==> config.mk <==
export PLATFORM = sky130hd
export DESIGN_NAME = dig_ota_array
export DESIGN_NICKNAME = d
export VERILOG_FILES = /design/src/rtl/dig_ota_array.sv
export SDC_FILE = /design/constraint.sdc
export NUM_CORES = 1
export LEC_CHECK = 0
export ABC_CLOCK_PERIOD_IN_PS = 2700
export CORE_ASPECT_RATIO = 1.25
export CORE_UTILIZATION = 35
export CTS_BUF_LIST = sky130_fd_sc_hd__clkbuf_16
export DETAILED_ROUTE_END_ITERATION = 8
export GPL_TIMING_DRIVEN = 1
export PLACE_DENSITY = 0.62
export SKIP_CTS_REPAIR_TIMING = 1
export SLEW_MARGIN = 20
export SYNTH_ARGS = -nofsm -noshare
export SYNTH_HDL_FRONTEND = slang
export SYNTH_SLANG_ARGS = --single-unit
==> constraint.sdc <==
create_clock -name clk -period 2.7 [get_ports clk]
set_clock_uncertainty 0.05 [all_clocks]
set_input_delay 0.405 -clock clk [delete_from_list [all_inputs] [get_ports clk]]
set_output_delay 0.405 -clock clk [all_outputs]
set_load 0.05 [all_outputs]
==> src/rtl/dig_ota_array.sv <==
// Multi-channel clocked digital OTA: synchronised differential inputs with
// common-mode keeper and persistence filter, plus a high-time measurement FSM.
module dig_ota_array #(
    parameter int CH     = 4,
    parameter int SYNC   = 2,
    parameter int FILT_W = 3,
    parameter int WIN_W  = 8
) (
    input  logic                    clk,
    input  logic                    rst_n,
    input  logic                    en,
    input  logic [CH-1:0]           vip,
    input  logic [CH-1:0]           vin,
    input  logic [FILT_W-1:0]       filt_len,
    input  logic                    start,
    input  logic [$clog2(CH)-1:0]   ch_sel,
    output logic [CH-1:0]           out,
    output logic [CH-1:0]           cm,
    output logic                    busy,
    output logic                    done,
    output logic [WIN_W:0]          count
);

    localparam int SEL_W = $clog2(CH);
    localparam logic [WIN_W-1:0] WIN_LAST = {WIN_W{1'b1}};

    typedef enum logic [1:0] {
        IDLE = 2'd0,
        RUN  = 2'd1,
        FIN  = 2'd2
    } state_t;

    // ------------------------------------------------------------------
    // Input synchronisers (free-running, independent of en)
    // ------------------------------------------------------------------
    logic [CH-1:0] syn_p_q [SYNC];
    logic [CH-1:0] syn_n_q [SYNC];
    logic [CH-1:0] sp;
    logic [CH-1:0] sn;

    always_ff @(posedge clk or negedge rst_n) begin
        if (!rst_n) begin
            for (int i = 0; i < SYNC; i++) begin
                syn_p_q[i] <= '0;
                syn_n_q[i] <= '0;
            end
        end else begin
            syn_p_q[0] <= vip;
            syn_n_q[0] <= vin;
            for (int i = 1; i < SYNC; i++) begin
                syn_p_q[i] <= syn_p_q[i-1];
                syn_n_q[i] <= syn_n_q[i-1];
            end
        end
    end

    assign sp = syn_p_q[SYNC-1];
    assign sn = syn_n_q[SYNC-1];

    // ------------------------------------------------------------------
    // Per-channel decision with persistence filter
    // ------------------------------------------------------------------
    logic [CH-1:0] out_vec;
    logic [CH-1:0] cm_vec;

    for (genvar gi = 0; gi < CH; gi++) begin : g_ch
        logic              out_q;
        logic              out_d;
        logic              cm_q;
        logic              cm_d;
        logic [FILT_W-1:0] cnt_q;
        logic [FILT_W-1:0] cnt_d;
        logic              diff;
        logic              mismatch;

        assign diff     = sp[gi] ^ sn[gi];
        assign mismatch = diff & (sp[gi] != out_q);

        // cnt never exceeds filt_len, so it cannot wrap.
        always_comb begin
            out_d = out_q;
            cm_d  = cm_q;
            cnt_d = cnt_q;
            if (!en) begin
                cnt_d = '0;
            end else begin
                cm_d = ~diff;
                if (!mismatch) begin
                    cnt_d = '0;
                end else if (cnt_q >= filt_len) begin
                    out_d = sp[gi];
                    cnt_d = '0;
                end else begin
                    cnt_d = cnt_q + 1'b1;
                end
            end
        end

        always_ff @(posedge clk or negedge rst_n) begin
            if (!rst_n) begin
                out_q <= 1'b0;
                cm_q  <= 1'b0;
                cnt_q <= '0;
            end else begin
                out_q <= out_d;
                cm_q  <= cm_d;
                cnt_q <= cnt_d;
            end
        end

        assign out_vec[gi] = out_q;
        assign cm_vec[gi]  = cm_q;
    end

    assign out = out_vec;
    assign cm  = cm_vec;

    // ------------------------------------------------------------------
    // Measurement FSM
    // ------------------------------------------------------------------
    state_t          state_q;
    state_t          state_d;
    logic [SEL_W-1:0] sel_q;
    logic [SEL_W-1:0] sel_d;
    logic [WIN_W:0]   acc_q;
    logic [WIN_W:0]   acc_d;
    logic [WIN_W-1:0] win_q;
    logic [WIN_W-1:0] win_d;
    logic             busy_q;
    logic             busy_d;
    logic             done_q;
    logic             done_d;
    logic [WIN_W:0]   count_q;
    logic [WIN_W:0]   count_d;

    always_comb begin
        state_d = state_q;
        sel_d   = sel_q;
        acc_d   = acc_q;
        win_d   = win_q;
        busy_d  = busy_q;
        done_d  = 1'b0;
        count_d = count_q;
        case (state_q)
            IDLE: begin
                if (start && en) begin
                    state_d = RUN;
                    sel_d   = ch_sel;
                    acc_d   = '0;
                    win_d   = '0;
                    busy_d  = 1'b1;
                end
            end
            RUN: begin
                if (!en) begin
                    state_d = IDLE;
                    busy_d  = 1'b0;
                end else begin
                    // Samples the pre-edge decision of the latched channel.
                    acc_d = acc_q + {{WIN_W{1'b0}}, out_vec[sel_q]};
                    win_d = win_q + 1'b1;
                    if (win_q == WIN_LAST) begin
                        state_d = FIN;
                    end
                end
            end
            FIN: begin
                count_d = acc_q;
                done_d  = 1'b1;
                busy_d  = 1'b0;
                state_d = IDLE;
            end
            default: begin
                state_d = IDLE;
                busy_d  = 1'b0;
            end
        endcase
    end

    always_ff @(posedge clk or negedge rst_n) begin
        if (!rst_n) begin
            state_q <= IDLE;
            sel_q   <= '0;
            acc_q   <= '0;
            win_q   <= '0;
            busy_q  <= 1'b0;
            done_q  <= 1'b0;
            count_q <= '0;
        end else begin
            state_q <= state_d;
            sel_q   <= sel_d;
            acc_q   <= acc_d;
            win_q   <= win_d;
            busy_q  <= busy_d;
            done_q  <= done_d;
            count_q <= count_d;
        end
    end

    assign busy  = busy_q;
    assign done  = done_q;
    assign count = count_q;

endmodule

# [Word level (Yosys, flattened, before mapping)]
# Index checks and enable logic that the tools add are counted.
[word_totals] reg_bits=68 inputBits=17 out_inout_bits=19 word_cells=96
[classes] bitwise=12 add_sub_neg=6 n_eq_ne=11 n_reduce_logical=11 muxes=28 order_cmp=5
[ops] op="3-bit 2-to-1 mux" count=12
[ops] op="9-bit 2-to-1 mux" count=2
[ops] op="9-bit one-hot mux with 2 select lines" count=1
[ops] op="8-bit 2-to-1 mux" count=2
[ops] op="8-bit one-hot mux with 2 select lines" count=1
[ops] op="3-bit AND reduction" count=5
[ops] op="3-bit by 1-bit adder with 3-bit output, second input constant" count=4
[ops] op="3-bit >= comparator" count=4
[ops] op="9-bit by 1-bit adder with 9-bit output" count=1
[ops] op="8-bit by 1-bit adder with 8-bit output, second input constant" count=1
[ops] op="8-bit equality test, second input constant" count=1
[ops] op="2-bit 2-to-1 mux" count=3
[ops] op="2-bit != test, second input constant" count=3
[ops] op="2-bit AND reduction" count=3
[ops] op="1-bit bitwise AND" count=4
[ops] op="1-bit 2-to-1 mux" count=4
[ops] op="1-bit != test" count=4
[ops] op="1-bit inverter" count=4
[ops] op="2-bit one-hot mux with 2 select lines" count=1
[ops] op="1-bit bitwise XOR" count=4
[ops] op="2-bit by 3-bit less-than comparator with 1-bit output, second input constant" count=1
[ops] op="3-bit != test, second input constant" count=1
[ops] op="1-bit binary-select mux with 2-bit select" count=1
[ops] op="2-bit by 1-bit equality test with 1-bit output, second input constant" count=1
[ops] op="5 further kinds" count=5

# [Longest topological paths before layout]
# Gate-level depths: netlist of run 1.
[logic_depth] ltp_word=5 mapped_depth=6 depth_no_buf=6

# [Least setup slack after synthesis of run 1]
# OpenSTA, ideal clock, no wires.
[synth_path] kind="register to register" start="reg sel_q[0]" end="reg acc_q[6]" period_less_slack_ps=1904 path_slack_ps=796 setup_ps=77 required_ps=2573 arrival_time_ps=1776 path_stages_with_launch=7 cell_sequence="dfrtp_1 > mux4_2 > ha_1 > ha_1 > nand3_1 > or4_1 > a21oi_1"
[synth_via] elab_chain_cells=5
[synth_rtl] item="from (decl)" line="123" rtl="logic [SEL_W-1:0] sel_q;"
[synth_rtl] item="from (signal assigned)" line="191" rtl="sel_q <= sel_d;"
[synth_rtl] item="1-bit binary-select mux with 2-bit select" line="160" rtl="acc_d = acc_q + {{WIN_W{1'b0}}, out_vec[sel_q]};"
[synth_rtl] item="1-bit 2-to-1 mux (implied by the code)" line="160"
[synth_rtl] item="9-bit by 1-bit adder with 9-bit output" line="160"
[synth_rtl] item="9-bit 2-to-1 mux" line="155" rtl="if (!en) begin"
[synth_rtl] item="9-bit one-hot mux with 2 select lines" line="144" rtl="case (state_q)"
[synth_rtl] item="to (signal assigned)" line="184" rtl="acc_q <= '0;"
[synth_rtl] item="to (signal assigned)" line="192" rtl="acc_q <= acc_d;"
[synth_rtl] item="to (decl)" line="125" rtl="logic [WIN_W:0] acc_q;"
# Every way passes these cells. The select of a mux whose other input is x is not followed.
# A chain may end at the register's enable or synchronous reset.

# [Worst setup path after layout of run 1]
[layout_path] start="reg g_ch[0].out_q" end="out out[0]"
[layout_rtl] item="from (decl)" line="67" rtl="logic out_q;"
[layout_rtl] item="from (signal assigned)" line="105" rtl="out_q <= out_d;"
[layout_rtl] item="to (decl)" line="17" rtl="output logic [CH-1:0] out,"
# No word-level cell between the ends.

==> results of run 1 <==
power groups by stage:
stage | Sequential (mW) | Combinational [mW] | Clock, mW
2_1_floorplan | 1.15 | 0.196 | 0
3_3_place_gp | 1.15 | 0.280 | 0
3_5_place_dp | 1.16 | 0.285 | 0
4_1_cts | 1.14 | 0.286 | 1.02
5_1_grt | 1.15 | 0.314 | 1.07
6_report | 1.14 | 0.280 | 0.987
sequential cells by signal (all words and copies together) (netlist names):
| signal | cells |
|---|---|
| g_ch.cm_q | 4 |
| sp | 4 |
| acc_q | 9 |
| syn_p_q | 4 |
| win_q | 8 |
| sel_q | 2 |
| g_ch.out_q | 4 |
| state_q | 2 |
| count | 9 |
| busy | 1 |
| done | 1 |
| sn | 4 |
| g_ch.cnt_q | 12 |
| syn_n_q | 4 |
synth_stat cells, drive strengths merged, types with 3 or more instances:
| cell | n |
|---|---|
| ha | 19 |
| nand2 | 17 |
| xnor2 | 8 |
| nand4b | 3 |
| a21oi | 17 |
| buf | 15 |
| a22o | 3 |
| or4 | 4 |
| and4b | 4 |
| o21ai | 9 |
| nand3 | 10 |
| o31ai | 8 |
| dfrtp | 68 |
| nor4b | 8 |
| nor2b | 8 |
| nor3b | 4 |
| or3 | 4 |
| o211ai | 8 |
| nor2 | 5 |
| mux2 | 11 |
| o21a | 4 |
| inv | 15 |
routing by layer:
layer,share of wire (%),track usage (%)
met1,46,17.84
met2,48,22.82
met3,4.0,5.375
met4,1.7,6.089
met5,0,0
cell families after synthesis:
group                      count (synthesis)  synth area share (%)
and+or+nand+nor                           79                 15.78
DFF                                       68                 53.12
AOI/OAI and AO/OA                         52                 10.39
buffers and inverters                     32                 5.351
adders and majority gates                 19                 7.422
muxes                                     14                 5.195
xor gates and xnor gates                  10                 2.735
worst max path at each step:
| stage | from | end |
|---|---|---|
| 2_1_floorplan | sel_q[0] | acc_q[6] |
| 3_3_place_gp | en | win_q[6] |
| 3_5_place_dp | en | win_q[6] |
| 4_1_cts | g_ch[0].out_q | out[0] |
| 5_1_grt | g_ch[0].out_q | acc_q[6] |
| 6_report | g_ch[0].out_q | out[0] |
layout make-up:
| type | instances | area [µm²] | area share (%) |
|---|---|---|---|
| sequential | 68 | 1702 | 44.07 |
| clock buffer | 9 | 225.2 | 5.833 |
| clock inverter | 6 | 25.02 | 0.6481 |
| inverter | 15 | 56.30 | 1.458 |
| multi-input combinational | 174 | 1330 | 34.45 |
| timing repair buffer | 37 | 372.9 | 9.657 |
| tap | 120 | 150.1 | 3.889 |
per-stage QoR:
| step | std cells | worst slack (ps) | hold slack [ps] |
|---|---|---|---|
| finish | 429 | 612.9 | 91.78 |
| detailed placement | 414 | 547.9 | 286.2 |
| global route | 429 | 495.5 | 156.2 |
| global placement | 414 | 602.3 | 284.7 |
| CTS | 429 | 584.3 | 112.9 |
| floorplan | 274 | 796.2 | 59.41 |
==> Flow_metrics.wiki, run 1 <==
{| class="wikitable"
! Metric !! Value
|-
| Outcome || complete, no violations
|-
| Count of flip-flops with a built-in enable after synthesis || 0
|-
| DRC Markers || 0
|-
| Antenna violations before repair || 0
|-
| Wirelength, routed || 5986 µm
|-
| Reg2reg start || g_ch[0].out_q
|-
| # clock sinks || 68
|-
| Post-Syn Area per Cell || about 12 µm²
|-
| Placed standard-cell area || around 3600 µm²
|-
| Number of cells on the critical path || 1
|-
| Number of different library cells in the post-synthesis netlist || 40
|-
| Clock latency on the worst-skew pair || around 320 ps
|-
| Power Internal || between 1.5 and 2 mW
|-
| Vias after detailed routing || around 2,100
|-
| Crit path capture type || output port
|-
| Total of fill cells in the finished design || between 800 and 900
|-
| Leakage power || 1.684 nW
|-
| Final weighted congestion in routability-driven placement || 0.7391
|-
| Number of routed nets with antenna violations || 0
|-
| Mapped cell area || 3203 µm²
|-
| Setup-failing EPs final || 0
|-
| Combinational cell fraction of total power || 11.6%
|-
| Worst IR drop on VDD || 0.0002875 V
|-
| Count of nets after finishing || 341
|-
| Portion of the clock cycle consumed by the worst path in the final layout || a little under 80%
|-
| Total Negative Setup Slacks || 0 ps
|-
| Tmin final || 2087 ps
|-
| Register bit count reported by yosys || 68
|-
| Type of the most critical hold path || in2async
|-
| Sequential area share after synthesis || approximately 53%
|-
| Total power divided by cell area || between 600 and 700 nW/µm²
|-
| Core Region || ~9000 µm²
|-
| Worst Max-Slew Pin Slew || 746.6 ps
|-
| Power consumption || about 2.4 mW
|-
| Wire length per cell || about 14 µm
|-
| Num CTS Buffers || 9
|-
| Maximum count of clock buffers along a single path || 2
|-
| Cell count of the worst reg-to-reg path || 6
|-
| Most frequently used flop master after synthesis || sky130_fd_sc_hd__dfrtp_1
|-
| Pin count of the biggest net entering global routing || 39
|-
| Via density per instance || 4.998
|-
| Vias in the first global route || approximately 2,100
|-
| Clock share of power || approximately two fifths
|-
| Commonest cells after routing, fill and taps aside || 68 x sky130_fd_sc_hd__dfrtp_1, 34 x sky130_fd_sc_hd__clkdlybuf4s50_1, 19 x sky130_fd_sc_hd__ha_1
|-
| Library cell contributing the largest single delay on the critical path || sky130_fd_sc_hd__clkdlybuf4s50_1
|-
| Biggest area consumer among synthesized cells || sky130_fd_sc_hd__dfrtp_1
|-
| Net switching fraction of the power || between 20% and 30%
|-
| Die Area || around 9500 µm²
|-
| Fmax achieved || ~0.48 GHz
|-
| Total Routing Usage GR || ~14%
|-
| Leading cell types by total area after synthesis || sky130_fd_sc_hd__dfrtp_1 53%, sky130_fd_sc_hd__ha_1 7.4%, sky130_fd_sc_hd__mux2_2 3.9%
|-
| Data arrival time at the worst-slack endpoint || around 1600 ps
|-
| Overflow after GRT || 0
|-
| Cells traversed along the worst timing path || clkdlybuf4s50_1
|-
| Leading cell type in the layout, fill and taps excluded || sky130_fd_sc_hd__dfrtp_1
|-
| Net count after synthesis || 310
|-
| Total of max-cap violations || 0
|-
| Hold Vio Cnt, Final || 0
|-
| Total number of yosys warnings || 0
|-
| Sequential fraction of design power || around 47%
|-
| Worst setup slack for register-to-register paths || roughly 650 ps
|-
| Port Buf Inserts || 35
|-
| Core occupancy in the finished layout || a little over two fifths
|-
| Worst relative slew slack || 50.22%
|-
| Critical path buffers and inverters || 1
|-
| Critical R2R Capture || acc_q[6]
|-
| Final non-filler cell area || between 3000 and 4000 µm²
|-
| Switching power || between 600 and 700 µW
|-
| Number of max-slew violations in the final report || 0
|-
| Startpoint type of the worst setup path || flip-flop
|-
| Horizontal die dimension || between 80 and 90 µm
|-
| Count of TritonRoute iterations in the first routing pass || 4
|-
| Cell type group with the largest total delay on the critical path || buffers and inverters
|-
| Starting density of the core || between 30% and 40%
|-
| Clock transition at the registers of the reported paths || ~50 ps
|-
| Post-detail-place hpwl || around 4300 µm
|-
| Share of flip-flops with an asynchronous set or reset || 100.0%
|-
| Post-synthesis to final-layout area growth || 20.55%
|-
| Critical Setup Path Class || reg2out
|-
| Delay contributed by the slowest stage of the critical path || about 850 ps
|-
| Post-Synthesis Cells || around 270
|-
| Iter 0 DRT Violations || ~110
|-
| Standard-cell row count || 38
|-
| Total number of H-tree levels || 3
|-
| Setup repair after global routing missed its margin || no
|-
| Top cell type's share of synthesized area || between 50% and 60%
|-
| Top Ports || 36
|-
| Ratio of cells with drive above 1 in the final layout || just over 9%
|-
| Final antenna diode count || 0
|-
| Global-route wire length before repair || 10,160 µm
|-
| DIE HEIGHT || between 100 and 150 µm
|-
| Cell at the root of the clock tree || sky130_fd_sc_hd__clkbuf_16
|-
| Required time at the worst-slack endpoint || around 2300 ps
|-
| CTS tree || yes
|-
| Crit Path Max Fanout || 6
|}
Power figures use the tool's default switching activity.
==> run 2: changes to the inputs <==
--- a/config.mk
+++ b/config.mk
@@ -5,13 +5,13 @@
 export SDC_FILE = /design/constraint.sdc
 export NUM_CORES = 1
 export LEC_CHECK = 0
-export ABC_CLOCK_PERIOD_IN_PS = 2700
+export ABC_CLOCK_PERIOD_IN_PS = 1840
 export CORE_ASPECT_RATIO = 1.25
 export CORE_UTILIZATION = 35
 export CTS_BUF_LIST = sky130_fd_sc_hd__clkbuf_16
 export DETAILED_ROUTE_END_ITERATION = 8
 export GPL_TIMING_DRIVEN = 1
-export PLACE_DENSITY = 0.62
+export PLACE_DENSITY = 0.64
 export SKIP_CTS_REPAIR_TIMING = 1
 export SLEW_MARGIN = 20
 export SYNTH_ARGS = -nofsm -noshare
==> constraint.sdc (replaced) <==
create_clock -name clk -period 1.84 [get_ports clk]
set_clock_uncertainty 0.05 [all_clocks]
set_input_delay 0.276 -clock clk [delete_from_list [all_inputs] [get_ports clk]]
set_output_delay 0.276 -clock clk [all_outputs]
set_load 0.05 [all_outputs]
==> Flow_metrics.wiki, run 2 (synthesized netlist as in run 1, its figures left out) <==
{| class="wikitable"
! Metric !! Value
|-
| Ratio of cells with drive above 1 in the final layout || between 20 and 25%
|-
| Violations in the final reports || negative setup slack
|-
| Post-detail-place hpwl || 4224 µm
|-
| Wire length per cell || ~14 µm
|-
| Horizontal die dimension || 87.57 µm
|-
| Placed cell count || around 430
|-
| Number of routed nets with antenna violations || 0
|-
| Non-filler instance count after layout || about 450
|-
| Number of max-slew violations in the final report || 0
|-
| Leakage power || 1.819 nW
|-
| Clock latency on the worst-skew pair || between 300 and 400 ps
|-
| Vias after detailed routing || between 2,000 and 2,500
|-
| Standard-cell row count || 38
|-
| Cell count of the worst reg-to-reg path || 6
|-
| Setup repair after global routing missed its margin || yes
|-
| Worst relative slew slack || roughly 68%
|-
| Data arrival time at the worst-slack endpoint || around 2100 ps
|-
| Final antenna diode count || 0
|-
| Core occupancy in the finished layout || 46.02%
|-
| Critical Setup Path Class || reg2reg
|-
| Hold Vio Cnt, Final || 0
|-
| Leading cell type in the layout, fill and taps excluded || sky130_fd_sc_hd__dfrtp_1
|-
| Final weighted congestion in routability-driven placement || between 0.7 and 0.8
|-
| Total of fill cells in the finished design || ~820
|-
| Total of max-cap violations || 0
|-
| Wirelength, routed || between 6000 and 7000 µm
|-
| Post-synthesis to final-layout area growth || 26.37%
|-
| Total Negative Setup Slacks || -14.73 ps
|-
| Setup-failing EPs final || 1
|-
| Number of cells on the worst hold path || 0
|-
| Antenna violations before repair || 0
|-
| Crit path launch || sel_q[0]
|-
| Count of nets after finishing || around 360
|-
| Num CTS Buffers || 9
|-
| Commonest cells after routing, fill and taps aside || 68 x sky130_fd_sc_hd__dfrtp_1, 36 x sky130_fd_sc_hd__buf_4, 17 x sky130_fd_sc_hd__inv_1, 17 x sky130_fd_sc_hd__nand2_1, 17 x sky130_fd_sc_hd__ha_1
|-
| Worst setup slack for register-to-register paths || -10 ps
|-
| Tmin final || between 1500 and 2000 ps
|-
| Maximum count of clock buffers along a single path || 2
|-
| # clock sinks || around 70
|-
| DRC Markers || 0
|-
| Crit path capture type || flip-flop
|-
| Post-Place Worst Slack || -164.7 ps
|-
| Count of TritonRoute iterations in the first routing pass || 4
|-
| Port Buf Inserts || 35
|-
| DIE HEIGHT || about 110 µm
|-
| Pin count of the biggest net entering global routing || 69
|-
| Total Routing Usage GR || approximately 15%
|-
| Via density per instance || around 4.8
|-
| Hold Crit Start || syn_p_q[7]
|-
| Core Region || ~8800 µm²
|-
| Power consumption || between 3 and 4 mW
|-
| Worst IR drop on VDD || 0.0004717 V
|-
| Type of the most critical hold path || reg2reg
|-
| Die Area || 9541 µm²
|-
| Top Ports || 36
|-
| Iter 0 DRT Violations || 60
|-
| PnR worst setup slack || -14.73 ps
|-
| CTS tree || yes
|-
| Crit Path Max Fanout || 4
|-
| Startpoint type of the worst setup path || flip-flop
|-
| Starting density of the core || 36.42%
|-
| Register with the highest flop count || g_ch.cnt_q
|-
| Cell at the root of the clock tree || sky130_fd_sc_hd__clkbuf_16
|-
| Vias in the first global route || about 2,200
|-
| Reg2reg start || sel_q[0]
|-
| Outcome || complete, but fails checks
|-
| Total number of H-tree levels || 3
|-
| Global-route wire length before repair || between 10,000 and 15,000 µm
|-
| Required time at the worst-slack endpoint || roughly 2000 ps
|-
| Terminating pin of the worst hold path || sp[3]
|-
| Total power divided by cell area || between 900 and 1000 nW/µm²
|-
| Clock transition at the registers of the reported paths || roughly 50 ps
|-
| Number of flip-flops in the largest register || 12
|-
| Fmax achieved || approximately 0.54 GHz
|-
| Overflow after GRT || 0
|-
| Worst Max-Slew Pin Slew || a little under 500 ps
|-
| Critical R2R Capture || acc_q[6]
|-
| Portion of the clock cycle consumed by the worst path in the final layout || 100.8%
|}
==> run 2: cell types whose count changed in the layout (fill, tap and decap cells not counted), sizes merged <==
cell           before  now
clkdlybuf4s50      34   15
dlygate4sd3         0    1
buf                 3   39
bufinv              0    1
clkinv              4    3
==> run 2: how the worst max path moves through the flow <==
stage                       endpoint  cells after the start
floorplan                   acc_q[6]                      6
global placement            acc_q[8]                      7
detailed placement  g_ch[2].cnt_q[0]                      6
CTS                         acc_q[8]                      7
global route                acc_q[4]                      7
finish                      acc_q[6]                      6
==> run 2: where the power goes <==
part	switching, mW	total [mW]	internal [mW]	leakage (nW)
registers	0.0904	1.68	1.58	0.870
clock network	0.569	1.58	1.02	0.140
logic	0.247	0.465	0.218	0.808
total	0.906	3.72	2.82	1.82
==> run 2: per-stage QoR <==
step                      hold slack (ps)  cell area (µm²)
after floorplan                    -69.59             3233
after global placement              271.6             3706
after detailed placement            276.3             3706
after CTS                          -68.77             3980
after global routing                299.8             4048
final                               294.1             4048
==> run 2: cell type report <==
cell class | count | area [µm²] | area share (%)
clock buffers | 9 | 225.2 | 5.564
clock inverters | 6 | 48.80 | 1.206
inverters | 15 | 56.30 | 1.391
multi-input cells | 174 | 1399 | 34.56
flip-flops and latches | 68 | 1702 | 42.04
well taps | 120 | 150.1 | 3.709
repair buffers | 55 | 466.7 | 11.53
==> run 2: per-layer routing <==
layer | up-vias | part of all wire (%) | track usage, %
met3 | 11 | 3.0 | 2.877
met5 | - | 0 | 0
li1 | 1079 | - | -
met4 | 0 | 2.5 | 8.080
met2 | 34 | 49 | 23.10
met1 | 1031 | 46 | 18.45
==> run 2: critical path: stages (launching register included) <==
cell	delay (ps)
sky130_fd_sc_hd__dfrtp_1	390
sky130_fd_sc_hd__mux4_2	380
sky130_fd_sc_hd__ha_4	150
sky130_fd_sc_hd__ha_4	140
sky130_fd_sc_hd__nand3_4	100
sky130_fd_sc_hd__or4_4	440
sky130_fd_sc_hd__a21oi_2	140
==> run 3: changes to the inputs <==
--- a/config.mk
+++ b/config.mk
@@ -5,13 +5,14 @@
 export SDC_FILE = /design/constraint.sdc
 export NUM_CORES = 1
 export LEC_CHECK = 0
+export ABC_AREA = 1
 export ABC_CLOCK_PERIOD_IN_PS = 1840
 export CORE_ASPECT_RATIO = 1.25
-export CORE_UTILIZATION = 35
+export CORE_UTILIZATION = 50
 export CTS_BUF_LIST = sky130_fd_sc_hd__clkbuf_16
 export DETAILED_ROUTE_END_ITERATION = 8
 export GPL_TIMING_DRIVEN = 1
-export PLACE_DENSITY = 0.64
+export PLACE_DENSITY = 0.83
 export SKIP_CTS_REPAIR_TIMING = 1
 export SLEW_MARGIN = 20
 export SYNTH_ARGS = -nofsm -noshare
==> Flow_metrics.wiki, run 3 <==
{| class="wikitable"
! Metric !! Value
|-
| Outcome || complete, no violations
|-
| Cell with the most instances after synthesis || sky130_fd_sc_hd__nand2_1
|-
| DRC Markers || 0
|-
| Clock latency on the worst-skew pair || 330 ps
|-
| Count of flip-flops with a built-in enable after synthesis || 0
|-
| Number of cells on the worst hold path || 0
|-
| Standard-cell row count || 32
|-
| Post-Place Worst Slack || 22.63 ps
|-
| Register bit count reported by yosys || 68
|-
| Critical R2R Capture || acc_q[4]
|-
| Overflow after GRT || 0
|-
| Post-detail-place hpwl || about 4400 µm
|-
| Count of TritonRoute iterations in the first routing pass || 4
|-
| Via density per instance || 5.132
|-
| Arithmetic-cell share of the synthesized area counting full adders, half adders and majority gates || between 7 and 8%
|-
| Maximum count of clock buffers along a single path || 2
|-
| DIE HEIGHT || slightly above 90 µm
|-
| Most frequently used flop master after synthesis || sky130_fd_sc_hd__dfrtp_1
|-
| Register with the highest flop count || g_ch.cnt_q
|-
| Hold Crit Start || syn_n_q[5]
|-
| Combinational cell fraction of total power || between 20% and 30%
|-
| Leading cell types by total area after synthesis || sky130_fd_sc_hd__dfrtp_1 53%, sky130_fd_sc_hd__nand2_1 11%, sky130_fd_sc_hd__ha_1 7.4%
|-
| Post-Syn Area per Cell || 8.978 µm²
|-
| Synth top cells by count || 96 x sky130_fd_sc_hd__nand2_1, 68 x sky130_fd_sc_hd__dfrtp_1, 39 x sky130_fd_sc_hd__nor2_1
|-
| Total number of yosys warnings || 0
|-
| Critical Setup Path Class || reg2out
|-
| Number of max-slew violations in the final report || 0
|-
| Top Ports || 36
|-
| Die Area || ~6800 µm²
|-
| Cells traversed along the worst timing path || clkdlybuf4s50_1
|-
| Ratio of cells with drive above 1 in the final layout || ~15%
|-
| Terminating pin of the worst hold path || sn[1]
|-
| PnR worst setup slack || between 40 and 50 ps
|-
| Net switching fraction of the power || between 20 and 30%
|-
| Type of the most critical hold path || reg2reg
|-
| Total of max-cap violations || 0
|-
| Final non-filler cell area || between 3000 and 4000 µm²
|-
| Final weighted congestion in routability-driven placement || about 0.78
|-
| Total Routing Usage GR || 21.34%
|-
| Crit Path Max Fanout || 2
|-
| Synthesized-area fraction occupied by ao, oa, aoi and oai cells || between 6 and 7%
|-
| Simple-gate area share of the yosys netlist || 25.23%
|-
| Number of routed nets with antenna violations || 0
|-
| Core Region || around 6200 µm²
|-
| Cell count of the worst reg-to-reg path || 10
|-
| Cell at the root of the clock tree || sky130_fd_sc_hd__clkbuf_16
|-
| Clock share of power || 39.2%
|-
| Worst hold slack after final layout || 296.1 ps
|-
| Share of flip-flops with an asynchronous set or reset || 100.0%
|-
| Portion of the clock cycle consumed by the worst path in the final layout || 97.81%
|-
| Setup-failing EPs final || 0
|-
| Number of flip-flops in the largest register || 12
|-
| Synthesized-area fraction occupied by xor and xnor cells || under 10%
|-
| Wire length per cell || between 10 and 15 µm
|-
| Port Buf Inserts || 35
|-
| Post-synthesis to final-layout area growth || 23.25%
|-
| Worst setup slack for register-to-register paths || ~150 ps
|-
| Startpoint type of the worst setup path || flip-flop
|-
| Post-Synthesis Cells || between 300 and 400
|-
| Horizontal die dimension || about 74 µm
|-
| Worst relative slew slack || 66.06%
|-
| Data arrival time at the worst-slack endpoint || around 1500 ps
|-
| Biggest area consumer among synthesized cells || sky130_fd_sc_hd__dfrtp_1
|-
| Top cell type's share of synthesized area || roughly 53%
|-
| Mapped cell area || about 3200 µm²
|-
| Pin count of the biggest net entering global routing || 29
|-
| Required time at the worst-slack endpoint || 1510 ps
|-
| Wirelength, routed || 6375 µm
|-
| Crit path capture type || output port
|-
| Total power divided by cell area || between 1000 and 1500 nW/µm²
|-
| Dominant combinational cell family by area after synthesis || simple AND/OR/NAND/NOR gates
|-
| Clock transition at the registers of the reported paths || around 50 ps
|-
| Tmin final || approximately 1800 ps
|-
| Power consumption || approximately 4.2 mW
|-
| Num CTS Buffers || 9
|-
| Hold Vio Cnt, Final || 0
|-
| Library cell contributing the largest single delay on the critical path || sky130_fd_sc_hd__clkdlybuf4s50_1
|-
| Setup repair after global routing missed its margin || yes
|-
| Vias in the first global route || about 2,400
|-
| CTS tree || yes
|-
| # clock sinks || 68
|-
| Critical path buffers and inverters || 1
|-
| Iter 0 DRT Violations || 98
|-
| Number of different library cells in the post-synthesis netlist || 26
|-
| Reg2reg start || sel_q[0]
|-
| Count of nets after finishing || roughly 440
|-
| Total of fill cells in the finished design || 470
|-
| Leading cell type in the layout, fill and taps excluded || sky130_fd_sc_hd__nand2_1
|-
| Sequential area share after synthesis || between 50 and 60%
|-
| Fmax achieved || 0.5556 GHz
|-
| Delay contributed by the slowest stage of the critical path || approximately 800 ps
|-
| Cell type group with the largest total delay on the critical path || buffers and inverters
|-
| Antenna violations before repair || 0
|-
| Vias after detailed routing || ~2,500
|-
| Global-route wire length before repair || 10,860 µm
|-
| Total number of H-tree levels || 3
|-
| Switching power || 1.263 mW
|-
| Starting density of the core || just over 50%
|-
| Commonest cells after routing, fill and taps aside || 96 x sky130_fd_sc_hd__nand2_1, 68 x sky130_fd_sc_hd__dfrtp_1, 37 x sky130_fd_sc_hd__nor2_1, 29 x sky130_fd_sc_hd__nand3_1, 28 x sky130_fd_sc_hd__inv_1
|-
| Net count after synthesis || 395
|-
| Total Negative Setup Slacks || 0 ps
|-
| Power Internal || 2.973 mW
|-
| Sequential fraction of design power || roughly two fifths
|-
| Leakage power || roughly 2.0 nW
|-
| Worst IR drop on VDD || 0.0008406 V
|-
| Worst Max-Slew Pin Slew || approximately 500 ps
|-
| Placed standard-cell area || approximately 3600 µm²
|-
| Multiplexer area fraction after synthesis || 0%
|-
| Final antenna diode count || 0
|}
==> run 3: layer usage <==
layer | GRT usage (%) | wire length, µm | share of wire [%]
met5 | 0 | 0 | 0
met4 | 8.333 | 78 | 1.2
met3 | 5.604 | 264 | 4.1
met2 | 34.10 | 3178 | 50
met1 | 27.41 | 2854 | 45
==> run 3: logic make-up (layout without fill, tap and decap cells) <==
kind of cell | count (synthesis) | count (layout)
xor gates and xnor gates | 4 | 4
buffers and inverters | 46 | 95
and+or+nand+nor | 186 | 186
AOI/OAI and AO/OA | 36 | 36
adders and majority gates | 19 | 19
DFF | 68 | 68
==> run 3: final cells by class <==
cell class / instances / area (µm²) / area share, %
clock inverter: 7 / 67.56 / 1.701
sequential: 68 / 1702 / 42.83
clock buffer: 9 / 225.2 / 5.669
timing repair buffer: 46 / 425.4 / 10.71
inverter: 33 / 126.4 / 3.181
multi-input combinational: 245 / 1320 / 33.23
tap: 85 / 106.4 / 2.677
==> run 3: power by group through the flow <==
stage	Sequential, mW	Combinational [mW]	Clock, mW
after floorplan	1.74	0.574	0
after global placement	1.73	0.818	0
after detailed placement	1.73	0.844	0
after CTS	1.71	0.850	1.67
after global routing	1.73	0.959	1.76
final	1.71	0.865	1.66
==> run 3: how the worst max path moves through the flow <==
stage / start / to / slack, ps / cells after the start
after floorplan: sel_q[0] / acc_q[8] / 290 / 10
after global placement: filt_len[2] / g_ch[2].out_q / 60 / 7
after detailed placement: filt_len[2] / g_ch[2].out_q / 20 / 7
after CTS: count[1] / count[1] / 20 / 1
after global routing: sel_q[0] / acc_q[8] / -4 / 10
final: count[3] / count[3] / 40 / 1
==> run 3: per-stage QoR <==
step / cells / util (%)
floorplan: 359 / -
global placement: 476 / 58.45
detailed placement: 476 / 58.45
CTS: 492 / 63.17
global route: 493 / 64.01
finish: 493 / 64.01
